===== src/rtl/time_set_ctrl.sv =====
// time_set_ctrl
// Button front end and mode sequencer for setting a seconds-of-day clock
// and its alarm. Each raw button goes through a 2-flop synchronizer and a
// debouncer. Rising debounced edges become press events. The hour and
// minute buttons auto-repeat while held in the two edit modes.
//
// Ports
//   clock          single clock, posedge
//   reset          synchronous, active-high
//   btn_mode       raw mode button, high = pressed
//   btn_hour       raw hour button, high = pressed
//   btn_min        raw minute button, high = pressed
//   counter_state  current seconds-of-day (0..86399)
//   set_flag       high while in SET_CLOCK; holds the time counter at set_time
//   set_time       seconds-of-day to load into the time counter
//   alarm_flag     alarm armed
//   alarm_time     alarm setpoint, seconds-of-day
//   mode_state     0 = RUN, 1 = SET_CLOCK, 2 = SET_ALARM
//
// state     | meaning
// ----------+-----------------------------------------------------------
// RUN       | normal timekeeping; hour press toggles alarm_flag
// SET_CLOCK | set_flag high, hour/min edit set_time
// SET_ALARM | alarm disarmed, hour/min edit alarm_time

module time_set_ctrl #(
    parameter int DEBOUNCE_TICKS = 4,
    parameter int REPEAT_DELAY   = 8,
    parameter int REPEAT_RATE    = 2
) (
    input  logic        clock,
    input  logic        reset,
    input  logic        btn_mode,
    input  logic        btn_hour,
    input  logic        btn_min,
    input  logic [16:0] counter_state,
    output logic        set_flag,
    output logic [16:0] set_time,
    output logic        alarm_flag,
    output logic [16:0] alarm_time,
    output logic [1:0]  mode_state
);

    localparam int DBW     = $clog2(DEBOUNCE_TICKS + 1);
    localparam int RPT_MAX = (REPEAT_DELAY > REPEAT_RATE) ? REPEAT_DELAY : REPEAT_RATE;
    localparam int RPW     = $clog2(RPT_MAX + 1);

    localparam logic [DBW-1:0] DB_LOAD  = DBW'(DEBOUNCE_TICKS);
    localparam logic [RPW-1:0] RD_LOAD  = RPW'(REPEAT_DELAY - 1);
    localparam logic [RPW-1:0] RR_LOAD  = RPW'(REPEAT_RATE - 1);

    typedef enum logic [1:0] {
        RUN       = 2'd0,
        SET_CLOCK = 2'd1,
        SET_ALARM = 2'd2
    } mode_t;

    // bit 0 = mode, bit 1 = hour, bit 2 = minute
    logic [2:0]     raw;
    logic [2:0]     sync1, sync2, deb;
    logic [DBW-1:0] db_cnt [3];
    logic [2:0]     lock;
    logic [1:0]     rdy;

    logic [2:0]     differ, flip, rise, fall, press;

    logic [1:0]     arm;
    logic [RPW-1:0] rpt_cnt [2];
    logic [1:0]     rpt_ev;

    logic           mode_ev, hour_ev, min_ev, hour_press;

    mode_t          state_q, state_d;
    logic [16:0]    set_time_d, alarm_time_d;
    logic           alarm_flag_d;

    assign raw = {btn_min, btn_hour, btn_mode};

    // The debounce timer counts down from DEBOUNCE_TICKS while the
    // synchronized level differs from the debounced level.
    // The level flips on the sample that finds the timer already at zero,
    // so DEBOUNCE_TICKS+1 consecutive differing samples are needed.
    always_comb begin
        for (int i = 0; i < 3; i++) begin
            differ[i] = sync2[i] ^ deb[i];
            flip[i]   = differ[i] && (db_cnt[i] == '0);
            rise[i]   = flip[i] && !deb[i];
            fall[i]   = flip[i] && deb[i];
            // A button held through reset stays locked until it has been
            // seen released, so it cannot produce an event.
            press[i]  = rise[i] && !lock[i];
        end
    end

    always_ff @(posedge clock) begin
        if (reset) begin
            sync1 <= '0;
            sync2 <= '0;
            deb   <= '0;
            lock  <= '1;
            rdy   <= '0;
            for (int i = 0; i < 3; i++) db_cnt[i] <= DB_LOAD;
        end else begin
            sync1 <= raw;
            sync2 <= sync1;
            // rdy[1] marks that sync2 now carries a post-reset sample.
            rdy   <= {rdy[0], 1'b1};
            for (int i = 0; i < 3; i++) begin
                if (!differ[i] || flip[i])
                    db_cnt[i] <= DB_LOAD;
                else
                    db_cnt[i] <= db_cnt[i] - 1'b1;
                if (flip[i])
                    deb[i] <= ~deb[i];
                if (rdy[1] && !sync2[i])
                    lock[i] <= 1'b0;
            end
        end
    end

    // Auto-repeat for hour (index 0) and minute (index 1). The repeat
    // timer is armed only by a genuine press event. The cycle in which the
    // debounced level drops does not count as held.
    always_comb begin
        for (int j = 0; j < 2; j++)
            rpt_ev[j] = arm[j] && deb[j+1] && !fall[j+1] && (rpt_cnt[j] == '0);
    end

    always_ff @(posedge clock) begin
        if (reset) begin
            arm <= '0;
            for (int j = 0; j < 2; j++) rpt_cnt[j] <= '0;
        end else begin
            for (int j = 0; j < 2; j++) begin
                if (press[j+1]) begin
                    arm[j]     <= 1'b1;
                    rpt_cnt[j] <= RD_LOAD;
                end else if (!arm[j] || !deb[j+1] || fall[j+1]) begin
                    arm[j]     <= 1'b0;
                    rpt_cnt[j] <= '0;
                end else if (rpt_cnt[j] == '0) begin
                    rpt_cnt[j] <= RR_LOAD;
                end else begin
                    rpt_cnt[j] <= rpt_cnt[j] - 1'b1;
                end
            end
        end
    end

    assign mode_ev    = press[0];
    assign hour_press = press[1];
    assign hour_ev    = press[1] | rpt_ev[0];
    assign min_ev     = press[2] | rpt_ev[1];

    function automatic logic [16:0] add_hour(input logic [16:0] t);
        logic [16:0] s;
        s = t + 17'd3600;
        if (s >= 17'd86400)
            s = s - 17'd86400;
        return s;
    endfunction

    // Minute field wraps 59 -> 0 without carrying into the hour.
    function automatic logic [16:0] add_min(input logic [16:0] t);
        logic [16:0] m;
        m = (t / 17'd60) % 17'd60;
        if (m == 17'd59)
            return t - 17'd3540;
        return t + 17'd60;
    endfunction

    function automatic logic [16:0] edit(input logic [16:0] t,
                                         input logic h, input logic m);
        logic [16:0] r;
        r = t;
        if (h) r = add_hour(r);
        if (m) r = add_min(r);
        return r;
    endfunction

    always_comb begin
        state_d      = state_q;
        set_time_d   = set_time;
        alarm_time_d = alarm_time;
        alarm_flag_d = alarm_flag;
        case (state_q)
            RUN: begin
                if (mode_ev) begin
                    state_d    = SET_CLOCK;
                    set_time_d = counter_state - (counter_state % 17'd60);
                end else if (hour_press) begin
                    alarm_flag_d = ~alarm_flag;
                end
            end
            SET_CLOCK: begin
                if (mode_ev) begin
                    state_d      = SET_ALARM;
                    alarm_flag_d = 1'b0;
                end else begin
                    set_time_d = edit(set_time, hour_ev, min_ev);
                end
            end
            SET_ALARM: begin
                alarm_flag_d = 1'b0;
                if (mode_ev) begin
                    state_d      = RUN;
                    alarm_flag_d = 1'b1;
                end else begin
                    alarm_time_d = edit(alarm_time, hour_ev, min_ev);
                end
            end
            default: state_d = RUN;
        endcase
    end

    always_ff @(posedge clock) begin
        if (reset) begin
            state_q    <= RUN;
            set_flag   <= 1'b0;
            set_time   <= '0;
            alarm_flag <= 1'b0;
            alarm_time <= '0;
        end else begin
            state_q    <= state_d;
            set_flag   <= (state_d == SET_CLOCK);
            set_time   <= set_time_d;
            alarm_flag <= alarm_flag_d;
            alarm_time <= alarm_time_d;
        end
    end

    assign mode_state = state_q;

endmodule


===== config.mk =====
export PLATFORM = sky130hd
export DESIGN_NAME = time_set_ctrl
export DESIGN_NICKNAME = d
export VERILOG_FILES = /design/src/rtl/time_set_ctrl.sv
export SDC_FILE = /design/constraint.sdc
export NUM_CORES = 1
export LEC_CHECK = 0
export ABC_AREA = 1
export BUFFER_PORTS_ARGS = -buffer_cell sky130_fd_sc_hd__buf_2
export CAP_MARGIN = 20
export CORE_ASPECT_RATIO = 1.5
export CORE_UTILIZATION = 25
export CTS_BUF_LIST = sky130_fd_sc_hd__clkbuf_16
export DETAILED_ROUTE_END_ITERATION = 10
export SYNTH_ARGS = -nofsm -noshare
export SYNTH_HDL_FRONTEND = slang
export SYNTH_SLANG_ARGS = --single-unit

===== constraint.sdc =====
create_clock -name clock -period 28.5 [get_ports clock]
set_clock_uncertainty 0.1 [all_clocks]
set_input_delay 4.275 -clock clock [delete_from_list [all_inputs] [get_ports clock]]
set_output_delay 4.275 -clock clock [all_outputs]
set_load 0.02 [all_outputs]

==> flow_summary.toml, run 1 <==
[power]
power_uw = 326
ir_drop_mv = 0.0232
power_frac_clock = 0.302
p_seq_frac = 0.308
switching_share = 0.379
p_comb_frac = 0.391
power.density_nw_per_um2 = 25.9
p_int_uw = 202
switchingPower_uw = 124
leakagePower_nw = 6.49

[drt]
drt-pass1-iter-count = 5
avgViaCountPerCell = 4.55
drt-initial-drc-count = 373
drtAntennaViolNets = 0
wirelength_um = 31200
drc = 0
wl_per_cell_um = 11.7
vias = 12100

[floorplan]
core_um2 = 44900
ios = 60
fp-row-count = 95
initial_utilization = 0.255
die_y_um = 264
die_x_um = 177
die-area_um2 = 46600

[layout]
nNetsFinal = 2157
drive_gt1_frac = 0.122
stdcell_count = 2668
area_growth_syn_to_layout_pct = 10.2
diodes = 0
seqCellArea_um2 = 1510
multi_input_comb_area_um2 = 8660
fill_cells = 5221
fin_util = 0.281
design_area_um2 = 12600

[critical_path]
required_ps = 28630
path_class = "primary input to register"
cp.arrival_ps = 15240
crit_top_cell = "nor2_1"
crit_path_max_fanout = 5
reg2reg_depth = 99
r2r_end = "alarm_time[16]"
worstSetupStartpointType = "primary input"
worstSetupEndpointType = "register"
max_stage_delay_ps = 380
reg2reg_from = "alarm_time[5]"
reg2reg_slack_ps = 15770
crit_path_top_delay_cell = "or3_1"

[synth]
yosysMostFrequentCell = "nand2_1"
synthesis.area_um2 = 11400
ys.flop_type = "dfxtp_1"
synthTopCellsByCount = "nand2_1, inv_1, nor2_1"
synthCells = 2014
synth.distinct_cells = 63
async_flop_share = 0
yosys_warnings = 0
synth_enable_flop_cells = 17
yosysTopAreaCell = "nand2_1"
avgSynthCellArea_um2 = 5.68
synth-seq-area-share = 0.132
synthTopCellsByArea = "nand2_1, inv_1, dfxtp_1"
synth-seq-cells = 67
synth_top_area_frac = 0.193

[clock_network]
cts.sinks = 67
cts_tree = "built"
worstSkewPairLatency_ps = 340
cts_root_buffer = "clkbuf_16"
holdBufCountCts = 0
htree_levels = 3
cts_setup_buffers = 0
cts_made_buffers = 9
clock_path_buffers = 2
clk_pin_slew_worst_paths_ps = 70
cts_resized = 0

[timing]
timing.hold.ws_ps = 304
period_share = 0.530
rsz0062_at_grt = "no"
tightestPinTransition_ps = 939
slew_headroom = 0.371
max_freq_mhz = 66.2
maxSlewViolCount = 0
post-route-min-period_ps = 15100
setup_violations = 0
timing.final.ws_setup_ps = 13400
tns_ps = 0
hold_viol = 0

[placed_design]
place_area_um2 = 12400
hpwl_um = 25900
io_buffers = 53
gp_congestion = 0.860
placedCellCount = 2653
pre_cts_ws_ps = 12990

[run_status]
status = "finished clean"

[worst_hold_path]
min-delay-start = "sync1[2]"
hold_depth = 2
hold_path_class = "register to register"
min_to = "sync2[2]"

[global_route]
antenna_found_initial = 0
gr-total-overflow = 0
grtUsageTotal = 0.134
grt_max_degree = 44
grt_pass1_wl_um = 51600
grt_pass1_vias = 11400

[flow_run]
maxCapViolCount = 0
[final cells by class]
cell class	instances	share of cell area
Timing Repair Buffer	58	0.0240
Sequential cell	67	0.120
Clock buffer	9	0.0179
Multi-Input combinational cell	1640	0.687
Tap cell	582	0.0578
Inverter	306	0.0913
Clock inverter	6	0.00179
[power groups by stage]
stage               sequential, mW  clock (mW)  combinational (mW)
floorplan                    0.102           0               0.102
global placement             0.102           0               0.128
detailed placement           0.102           0               0.128
CTS                          0.100       0.101               0.129
global route                 0.100       0.106               0.148
finish                       0.100      0.0984               0.127
[registers in the layout, summed over array words and instances, names as in the netlist, 2 cells and up]
signal and flops:
deb 3, arm 2, sync2 3, sync1 3
lock 3, rpt_cnt 8, db_cnt 9, mode_state 2
rdy 2, alarm_time 15, set_time 15
[cells by family (layout without fill, tap and decap cells)]
group	after synthesis	after routing	synth area share
other cells	2	31	0.000656
flops	67	67	0.132
xor+xnor	85	85	0.0657
fa+ha+maj	53	53	0.0580
simple gates	1192	1192	0.483
buf+inv	336	379	0.120
compound gates	279	279	0.141
[per-layer routing]
layer,wire length [um],vias up,global-route usage
met5,0,-,0
met4,822,0,0.0436
met3,782,41,0.0187
met2,16800,144,0.266
met1,12800,5398,0.139
li1,-,6566,-
[critical path: cells and delay by family]
kind / cells / cell delay, ps
AO/OA/AOI/OAI: 15 / 2330
XOR/XNOR: 5 / 710
adder cells (fa/ha/maj): 1 / 330
AND/OR/NAND/NOR: 61 / 6320
buffers and inverters: 17 / 1240
[cells in the final DEF, fill, tap and decap left out, drive strengths merged]
master,instances
edfxtp,17
nand3b,9
xnor2,20
conb,31
clkbuf,9
ha,53
nand3,194
and2,2
o21a,6
inv,304
o22ai,10
or3,2
a41oi,1
xor2,65
a31oi,18
or2,11
o41ai,2
o221ai,3
a21oi,79
buf,58
nor2,257
nor3,19
nand4,36
o21bai,7
o2bb2ai,1
nand2,657
o31ai,3
nor4,5
a211oi,3
a21boi,1
clkinv,8
o211ai,6
o21ai,139
dfxtp,50
[worst max-delay path by stage]
stage	start	endpoint	slack, ps	cells after the start
after floorplan	counter_state[14]	set_time[16]	14490	96
after global placement	counter_state[14]	set_time[16]	13070	100
after detailed placement	counter_state[14]	set_time[16]	12990	99
after CTS	counter_state[14]	set_time[16]	13300	99
after global routing	counter_state[14]	set_time[16]	11540	100
final	counter_state[14]	set_time[16]	13400	99
Note: power is estimated with default switching activity, not from simulation.
==> run 2, diff against run 1 <==
clock period = 14.4 ns   (was 28.5 ns; I/O delays follow)
==> flow_summary.toml, run 2 (same netlist as run 1, synthesis figures left out) <==
[placed_design]
placedCellCount = 2653
place_area_um2 = 12400
io_buffers = 53
gp_congestion = 0.881
pre_cts_ws_ps = 1070
hpwl_um = 25800

[clock_network]
cts.sinks = 67
holdBufCountCts = 0
worstSkewPairLatency_ps = 340
cts_root_buffer = "clkbuf_16"
cts_made_buffers = 9
cts_resized = 0
clk_pin_slew_worst_paths_ps = 60
clock_path_buffers = 2
cts_tree = "built"
cts_setup_buffers = 0
htree_levels = 3

[layout]
layout_commonest_cell = "nand2_1"
diodes = 0
layout_common_cells = "nand2_1, inv_1, nor2_1"
area_growth_syn_to_layout_pct = 10.7
design_area_um2 = 12700
stdcell_count = 2669
top_regs = "alarm_time (15), set_time (15), db_cnt (9)"
nNetsFinal = 2157
fin_util = 0.282
drive_gt1_frac = 0.126

[critical_path]
crit_path_max_fanout = 5
cp.arrival_ps = 12770
crit_path_top_delay_cell = "or3_1"
cp-startpoint = "counter_state[14]"
crit_top_cell = "nor2_1"
reg2reg_from = "alarm_time[4]"
required_ps = 14530
path_class = "primary input to register"
r2r_end = "alarm_time[16]"
max_stage_delay_ps = 360
worstSetupStartpointType = "primary input"
worstSetupEndpointType = "register"
reg2reg_depth = 95
endpoint = "set_time[16]"
reg2reg_slack_ps = 1780

[floorplan]
fp-row-count = 95
die_y_um = 264
initial_utilization = 0.255
die-area_um2 = 46600
ios = 60
die_x_um = 177
core_um2 = 44900

[power]
power_uw = 669
ir_drop_mv = 0.0492
leakagePower_nw = 6.51
power.density_nw_per_um2 = 52.8

[timing]
max_freq_mhz = 79.1
slew_headroom = 0.354
tightestPinTransition_ps = 968
timing.final.ws_setup_ps = 1750
post-route-min-period_ps = 12650
timing.hold.ws_ps = 300
period_share = 0.878
hold_viol = 0
setup_violations = 0
maxSlewViolCount = 0
rsz0062_at_grt = "no"
tns_ps = 0

[drt]
wl_per_cell_um = 11.7
drt-initial-drc-count = 473
wirelength_um = 31400
avgViaCountPerCell = 4.59
drtAntennaViolNets = 0
drt-pass1-iter-count = 5
vias = 12300
drc = 0

[global_route]
gr-usage-met2 = 0.266
grt_use_met1 = 0.145
antenna_found_initial = 0
grt_pass1_wl_um = 52300
grt_pass1_vias = 11300
grt_max_degree = 44
gr-total-overflow = 0
grtUsageMet3 = 0.0173
grtUsageTotal = 0.136
grt-busiest-layer = "met2"

[run_status]
status = "finished clean"

[flow_run]
maxCapViolCount = 0

[worst_hold_path]
hold_path_class = "register to register"
[run 2: routing by layer]
metal / vias to the layer above / share of wire
met4: 0 / 0.029
met2: 140 / 0.54
met3: 46 / 0.027
met5: - / 0
li1: 6580 / -
met1: 5489 / 0.41
[run 2: area by class of cell]
cell class	instances	area, um2
fillers	5190	32300
multi-input cells	1640	8680
flip-flops and latches	67	1510
inverters	306	1150
well taps	582	728
repair buffers	58	303
clock buffers	10	250
clock inverters	6	37.5
[run 2: how the worst min path moves through the flow]
stage | startpoint | to | slack [ps] | cells after the start
2_1_floorplan | rdy[0] | rdy[1] | 290 | 2
4_1_cts | sync1[2] | sync2[2] | 310 | 2
5_1_grt | sync1[2] | sync2[2] | 320 | 2
3_3_place_gp | sync1[2] | sync2[2] | 300 | 2
6_report | sync1[2] | sync2[2] | 300 | 2
3_5_place_dp | sync1[2] | sync2[2] | 300 | 2
[run 2: worst max-delay path: cells and delay by family]
kind | cells | cell delay (ps)
fa+ha+maj | 1 | 330
xor+xnor | 7 | 1030
compound gates | 13 | 2050
buf+inv | 17 | 1140
simple gates | 60 | 6060
[run 2: report_power, final]
part / total (mW) / switching (mW) / internal (mW)
clock network: 0.218 / 0.0916 / 0.127
registers: 0.198 / 0.00211 / 0.196
logic: 0.252 / 0.158 / 0.0935
total: 0.669 / 0.252 / 0.417
==> run 3, diff against run 2 <==
==> constraint.sdc (replaced) <==
create_clock -name clock -period 14.4 [get_ports clock]
set_clock_uncertainty 0.1 [all_clocks]
set_input_delay 1.44 -clock clock [delete_from_list [all_inputs] [get_ports clock]]
set_output_delay 1.44 -clock clock [all_outputs]
set_load 0.02 [all_outputs]
==> flow_summary.toml, run 3 (same netlist as run 1, synthesis figures left out) <==
[layout]
layout_commonest_cell = "nand2_1"
seqCellArea_um2 = 1510
top_regs = "alarm_time (15), set_time (15), db_cnt (9)"
fill_cells = 5236
diodes = 0
area_growth_syn_to_layout_pct = 10.8
layout_common_cells = "nand2_1, inv_1, nor2_1"
multi_input_comb_area_um2 = 8670
drive_gt1_frac = 0.125
design_area_um2 = 12700
fin_util = 0.282
nNetsFinal = 2157

[worst_hold_path]
min_to = "sync2[2]"
hold_depth = 2
hold_path_class = "register to register"
min-delay-start = "sync1[2]"

[clock_network]
cts.sinks = 67
clk_pin_slew_worst_paths_ps = 60
cts_tree = "built"
clock_path_buffers = 2
cts_resized = 0
worstSkewPairLatency_ps = 340
cts_root_buffer = "clkbuf_16"
holdBufCountCts = 0
cts_made_buffers = 9
htree_levels = 3
cts_setup_buffers = 0

[critical_path]
reg2reg_from = "alarm_time[4]"
crit_path_top_delay_cell = "dfxtp_1"
crit_top_cell = "nand2_1"
path_class = "register to register"
r2r_end = "alarm_time[16]"
worstSetupEndpointType = "register"
crit_path_max_fanout = 14
cp.arrival_ps = 12810
max_stage_delay_ps = 440
reg2reg_depth = 97
reg2reg_slack_ps = 1780
required_ps = 14590
worstSetupStartpointType = "register"

[timing]
setup_violations = 0
period_share = 0.876
timing.final.ws_setup_ps = 1780
max_freq_mhz = 79.2
tns_ps = 0
slew_headroom = 0.343
timing.hold.ws_ps = 303
rsz0062_at_grt = "no"
maxSlewViolCount = 0
post-route-min-period_ps = 12620
hold_viol = 0
tightestPinTransition_ps = 985

[global_route]
gr-total-overflow = 0
gr-usage-met2 = 0.261
antenna_found_initial = 0
grtUsageMet3 = 0.0194
grt_pass1_vias = 11200
grt_max_degree = 44
grt_use_met1 = 0.143
grt-busiest-layer = "met2"
grtUsageTotal = 0.133
grt_pass1_wl_um = 51500

[placed_design]
io_buffers = 53
hpwl_um = 25700
pre_cts_ws_ps = 1630
gp_congestion = 0.884
place_area_um2 = 12400

[drt]
vias = 12200
drt-initial-drc-count = 419
wl_per_cell_um = 11.6
drc = 0
drtAntennaViolNets = 0
wirelength_um = 31000
drt-pass1-iter-count = 4
avgViaCountPerCell = 4.57

[run_status]
status = "finished clean"

[power]
power.density_nw_per_um2 = 53.8
leakagePower_nw = 6.52
ir_drop_mv = 0.0527

[floorplan]
ios = 60
die-area_um2 = 46600
fp-row-count = 95
initial_utilization = 0.255
core_um2 = 44900
die_x_um = 177
die_y_um = 264

[flow_run]
maxCapViolCount = 0
[run 3: worst max-delay path by stage]
stage                            startpoint             end  slack [ps]  cells past startpoint
after floorplan           counter_state[14]    set_time[16]        3230                     96
after CTS                     alarm_time[4]  alarm_time[16]        1590                     95
after detailed placement      alarm_time[4]  alarm_time[16]        1630                     94
after global placement        alarm_time[4]  alarm_time[16]        1710                     96
after global routing          alarm_time[4]  alarm_time[16]         140                     97
final                         alarm_time[4]  alarm_time[16]        1780                     97
[run 3: power by group]
| part | internal, mW | switching [mW] |
|---|---|---|
| registers | 0.196 | 0.00202 |
| clock network | 0.144 | 0.0909 |
| logic | 0.0919 | 0.156 |
| total | 0.433 | 0.249 |
[run 3: per-layer routing]
metal | up-vias | part of all wire | wire [um]
li1 | 6562 | - | -
met1 | 5442 | 0.41 | 12700
met2 | 152 | 0.54 | 16600
met3 | 44 | 0.029 | 883
met4 | 0 | 0.023 | 717
met5 | - | 0 | 0
[run 3: final cells by class]
type	instances	share of cell area
Tap cell	582	0.0575
Sequential cell	67	0.119
Clock buffer	10	0.0197
Clock inverter	6	0.00484
Timing Repair Buffer	58	0.0239
Inverter	306	0.0908
Multi-Input combinational cell	1640	0.684
[run 3: through the flow]
step / instances / power [mW]
after floorplan: 2043 / 0.405
after global placement: 2653 / 0.454
after detailed placement: 2653 / 0.454
after CTS: 2669 / 0.692
after global routing: 2669 / 0.736
final: 2669 / 0.682
[run 3: worst max-delay path, delay by kind of cell (launching register included)]
family                   cells  cell delay, ps
XOR/XNOR                     1             270
buffers and inverters       14            1250
AO/OA/AOI/OAI                5             930
flip-flops                   1             440
adder cells (fa/ha/maj)      3             870
AND/OR/NAND/NOR             74            8700
